[src/rtl/seg_scan_decoder.sv]
// Readback monitor for a multiplexed 7-segment bus.
// Reconstructs the hex frame shown on the scanned digits.
module seg_scan_decoder #(
  parameter int NDIG           = 8,
  parameter int STABLE_CYC     = 4,
  parameter bit SEL_ACTIVE_LOW = 1'b1
) (
  input  logic              clk,
  input  logic              rst,
  input  logic [6:0]        seg_in,
  input  logic [NDIG-1:0]   dig_sel,
  output logic [4*NDIG-1:0] value,
  output logic [NDIG-1:0]   blank_mask,
  output logic [NDIG-1:0]   err_mask,
  output logic              value_valid,
  input  logic              value_ready,
  output logic              overrun,
  input  logic              clr_overrun
);

  localparam int CW = $clog2(STABLE_CYC + 1);
  localparam logic [CW-1:0] CMAX = CW'(STABLE_CYC);

  typedef enum logic {COLLECT, COMPLETE} state_t;

  // result is {blank, err, nibble}
  function automatic logic [5:0] decode(input logic [6:0] p);
    case (p)
      7'h3F:   decode = 6'h00;
      7'h06:   decode = 6'h01;
      7'h5B:   decode = 6'h02;
      7'h4F:   decode = 6'h03;
      7'h66:   decode = 6'h04;
      7'h6D:   decode = 6'h05;
      7'h7D:   decode = 6'h06;
      7'h27:   decode = 6'h07;
      7'h7F:   decode = 6'h08;
      7'h6F:   decode = 6'h09;
      7'h77:   decode = 6'h0A;
      7'h7C:   decode = 6'h0B;
      7'h39:   decode = 6'h0C;
      7'h5E:   decode = 6'h0D;
      7'h79:   decode = 6'h0E;
      7'h71:   decode = 6'h0F;
      7'h00:   decode = 6'b10_0000;
      default: decode = 6'b01_0000;
    endcase
  endfunction

  logic [6:0]        s_seg;
  logic [NDIG-1:0]   s_sel;
  logic [CW-1:0]     cnt;
  logic              captured;
  logic [NDIG-1:0]   seen;
  logic [4*NDIG-1:0] wrk_val;
  logic [NDIG-1:0]   wrk_blank;
  logic [NDIG-1:0]   wrk_err;
  state_t            state;

  logic [NDIG-1:0]   sel_n;
  logic              one_hot;
  logic              changed;
  logic [CW-1:0]     cnt_n;
  logic              hold;
  logic              capture;
  logic [NDIG-1:0]   cap_bits;
  logic [5:0]        dec;
  logic [NDIG-1:0]   seen_n;
  logic              load;

  // cnt/captured describe the sample being loaded into s_seg/s_sel
  always_comb begin
    sel_n    = SEL_ACTIVE_LOW ? ~dig_sel : dig_sel;
    one_hot  = (sel_n != '0) && ((sel_n & (sel_n - NDIG'(1))) == '0);
    changed  = (seg_in != s_seg) || (sel_n != s_sel);
    cnt_n    = cnt;
    if (!one_hot)
      cnt_n = '0;
    else if (changed)
      cnt_n = CW'(1);
    else if (cnt < CMAX)
      cnt_n = cnt + CW'(1);
    hold     = captured && !changed;
    capture  = one_hot && (cnt_n == CMAX) && !hold;
    cap_bits = capture ? sel_n : '0;
    dec      = decode(seg_in);
    seen_n   = (state == COMPLETE) ? cap_bits : (seen | cap_bits);
    load     = (state == COMPLETE) && (!value_valid || value_ready);
  end

  always_ff @(posedge clk or posedge rst) begin
    if (rst) begin
      s_seg       <= '0;
      s_sel       <= '0;
      cnt         <= '0;
      captured    <= 1'b0;
      seen        <= '0;
      wrk_val     <= '0;
      wrk_blank   <= '0;
      wrk_err     <= '0;
      state       <= COLLECT;
      value       <= '0;
      blank_mask  <= '0;
      err_mask    <= '0;
      value_valid <= 1'b0;
      overrun     <= 1'b0;
    end else begin
      s_seg    <= seg_in;
      s_sel    <= sel_n;
      cnt      <= cnt_n;
      captured <= capture | hold;
      for (int i = 0; i < NDIG; i++) begin
        if (cap_bits[i]) begin
          wrk_val[4*i +: 4] <= dec[3:0];
          wrk_blank[i]      <= dec[5];
          wrk_err[i]        <= dec[4];
        end
      end
      seen  <= seen_n;
      state <= (&seen_n) ? COMPLETE : COLLECT;
      if (load) begin
        value       <= wrk_val;
        blank_mask  <= wrk_blank;
        err_mask    <= wrk_err;
        value_valid <= 1'b1;
      end else if (value_valid && value_ready) begin
        value_valid <= 1'b0;
      end
      // a dropped frame beats a same-cycle clear
      if ((state == COMPLETE) && !load)
        overrun <= 1'b1;
      else if (clr_overrun)
        overrun <= 1'b0;
    end
  end

endmodule

[config.mk]
export PLATFORM = sky130hd
export DESIGN_NAME = seg_scan_decoder
export DESIGN_NICKNAME = d
export VERILOG_FILES = /design/src/rtl/seg_scan_decoder.sv
export SDC_FILE = /design/constraint.sdc
export NUM_CORES = 1
export LEC_CHECK = 0
export CAP_MARGIN = 20
export CORE_MARGIN = 5
export CORE_UTILIZATION = 60
export DETAILED_ROUTE_END_ITERATION = 16
export GPL_TIMING_DRIVEN = 0
export PLACE_DENSITY_LB_ADDON = 0.2
export SETUP_SLACK_MARGIN = 0.02
export SLEW_MARGIN = 15
export SYNTH_ARGS = -nofsm -noshare
export SYNTH_HDL_FRONTEND = slang
export SYNTH_SLANG_ARGS = --single-unit
[constraint.sdc]
create_clock -name clk -period 11.2 [get_ports clk]
set_clock_uncertainty 0.1 [all_clocks]
set_input_delay 3.36 -clock clk [delete_from_list [all_inputs] [get_ports clk]]
set_output_delay 3.36 -clock clk [all_outputs]
set_load 0.01 [all_outputs]
==> run metrics <==
Via density 5.96; DR DRC count 0; clock transition at the registers of the reported paths 0.06 ns; unrepaired setup endpoints after global routing false; Hold Path Class reg2reg; vias in the first global route 3,887; FF-to-FF Start cnt[0]; top cells by count, synth dfrtp_1, mux2_2, inv_1; Final TNS setup 0 ns; fin area 6950 um^2; mapped cell area 5510 um^2; hold buffer count at cts 0; startpoint types input pin; P per Cell Area 150 nW/um^2; Post-Place Worst Slack 4.67 ns; worst setup margin 5.15 ns; sequential area share after synthesis 0.572; Post-Synthesis Cells 402; Post-DP HPWL 7980 um; hold path start wrk_val[10]; top cell family by delay on the critical path buffers and inverters; Initial Util 0.605; fraction of layout cells with a size suffix above 1 0.314; minimum clock period 6.05 ns; gr ovfl total 0; MaxCap Viol Count 0; Placer Congestion 0.911; first-pass GRT wire length 19,800 um; initial DRC count 144; critical path arrival 6.34 ns; boundary pin count 69; Overall Power 1.04 mW; Post-Syn Area per Cell 13.7 um^2; worst slew pin tran 1.09 ns; WL final 12,200 um; Clock Path Buffers 2; synth warn 0; Skew-Pair Late Insertion Delay 0.51 ns; relative slew slack 0.275; data required time of the worst path 11.48 ns; antenna violations before repair 0; Yosys cell types 51; post-synth top area cell dfrtp_1; total number of vias 3,657; Die H 106 um; clock root buffer clkbuf_8; P_leak 3.23 nW; placed instance area 6370 um^2; Worst setup startpoint dig_sel[4]; CP Max Fanout 10; Slew Viols, Final 0; fin nets 510; die width 106 um; status finished, final reports clean; CP Buf/Inv Count 2; CTS buffer count 17; largest net degree at the start of global routing 82; fmax 165 MHz; Ant. Diodes 0; CP max stage cell a2111oi_4; Placement Rows 35; Yosys top cell area share 0.572; peak supply drop 0.178 mV; Post CTS Setup Buffer Count 0; #FFs+latches synth 126; ys flop type dfrtp_1; PortBufs 66; Post-Syn Nets 422; CP Cell Sequence clkdlybuf4s50_1 > nand4_1 > nor3b_1 > nand2_1 > clkbuf_1 > a2111oi_4 > mux2_2; ranking of synthesized cells by area dfrtp_1, mux2_2, a2111oi_4; TritonRoute pass-1 iters 6; core footprint 9110 um^2; Post-synth ARST share 1.00; area delta synth->final 26.2%; Final Hold Viols 0; die area 11,200 um^2; Resized cells post-CTS 0; CP max stage delay 0.84 ns; Routed Antenna Nets 0; crit end category flop; overall routing resource usage 0.227; clk sinks 126; final setup fails 0; WL/cell 19.8 um; top-count cell post-synth dfrtp_1; critical path class in2reg; fin crit share 0.541; CTS tree yes; EDFF count, synth 0; H-Tree Depth 4
cells by family after synthesis:
group | count (synthesis) | share of synthesized area
buffers and inverters | 34 | 0.0257
xor gates and xnor gates | 17 | 0.0270
and+or+nand+nor | 80 | 0.0824
adders and majority gates | 1 | 0.00227
DFF | 126 | 0.572
AOI/OAI and AO/OA | 46 | 0.0906
muxes | 98 | 0.200
cell usage in the layout, fill, tap and decap left out, drive strengths merged, types with 2 or more instances in the layout:
master         instances
dfrtp                126
mux2                  96
clkdlybuf4s50         66
clkbuf                32
inv                   17
nand2                 14
nand2b                12
nor2                  10
xor2                  10
or2                    9
a2111oi                9
buf                    9
nand4                  8
xnor2                  7
nor4                   7
a21oi                  6
clkinv                 6
nand3                  5
a21o                   4
nor3b                  3
o21ai                  3
clkinvlp               3
or3b                   2
o22ai                  2
a2bb2oi                2
o211ai                 2
mux2i                  2
nand3b                 2
a31oi                  2
a22oi                  2
o21a                   2
a221oi                 2
bufinv                 2
o32ai                  2
report_power, final:
group          switching [mW]  leakage, nW  internal (mW)
combinational          0.0321         1.23         0.0167
sequential            0.00187         1.72          0.459
clock                   0.201        0.277          0.329
cell type report:
cell class / count / area [um^2]
clock buffers: 20 / 445
flip-flops and latches: 126 / 3150
clock inverters: 12 / 136
repair buffers: 69 / 698
inverters: 16 / 65.1
well taps: 111 / 139
multi-input cells: 242 / 2240
plain buffers: 18 / 81.3
fillers: 536 / 2150
worst reg2reg max path, delay by kind of cell, from the launching register on:
family / cells / cell delay, ns
AO/OA/AOI/OAI: 2 / 0.98
adder cells (fa/ha/maj): 1 / 0.32
buffers and inverters: 1 / 0.41
flip-flops: 1 / 0.42
multiplexers: 1 / 0.42
AND/OR/NAND/NOR: 1 / 0.18
final timing paths:
check,end,slack (ns),cells after the start
worst max-delay path,wrk_val[18],5.15,7
max in group asynchronous,wrk_val[18],7.11,3
worst min-delay path,wrk_val[10],0.40,1
worst max register to register,wrk_err[3],8.26,6
min in group asynchronous,value[7],3.15,2
worst min register to register,wrk_val[10],0.40,1
metrics by stage:
stage	util	std cells	hold WS, ns
4_1_cts	0.763	614	0.406
3_5_place_dp	0.700	582	0.392
6_report	0.763	614	0.403
2_1_floorplan	-	402	0.370
3_3_place_gp	0.693	579	0.385
5_1_grt	0.763	614	0.416
per-layer routing:
| metal | GRT usage | vias to the layer above | share of wire |
|---|---|---|---|
| met2 | 0.372 | 147 | 0.50 |
| met5 | 0 | - | 0 |
| met4 | 0.0777 | 0 | 0.021 |
| met1 | 0.291 | 1854 | 0.42 |
| li1 | - | 1629 | - |
| met3 | 0.0661 | 27 | 0.053 |
flip-flops by register name, indices dropped and copies added, names as in the netlist:
register and cells:
cnt 3, overrun 1, state 1, blank_mask 8, wrk_err 8, seen 8, value 32, captured 1
value_valid 1, wrk_blank 8, err_mask 8, wrk_val 32, s_seg 7, s_sel 8
Note: power is estimated with default switching activity, not from simulation.
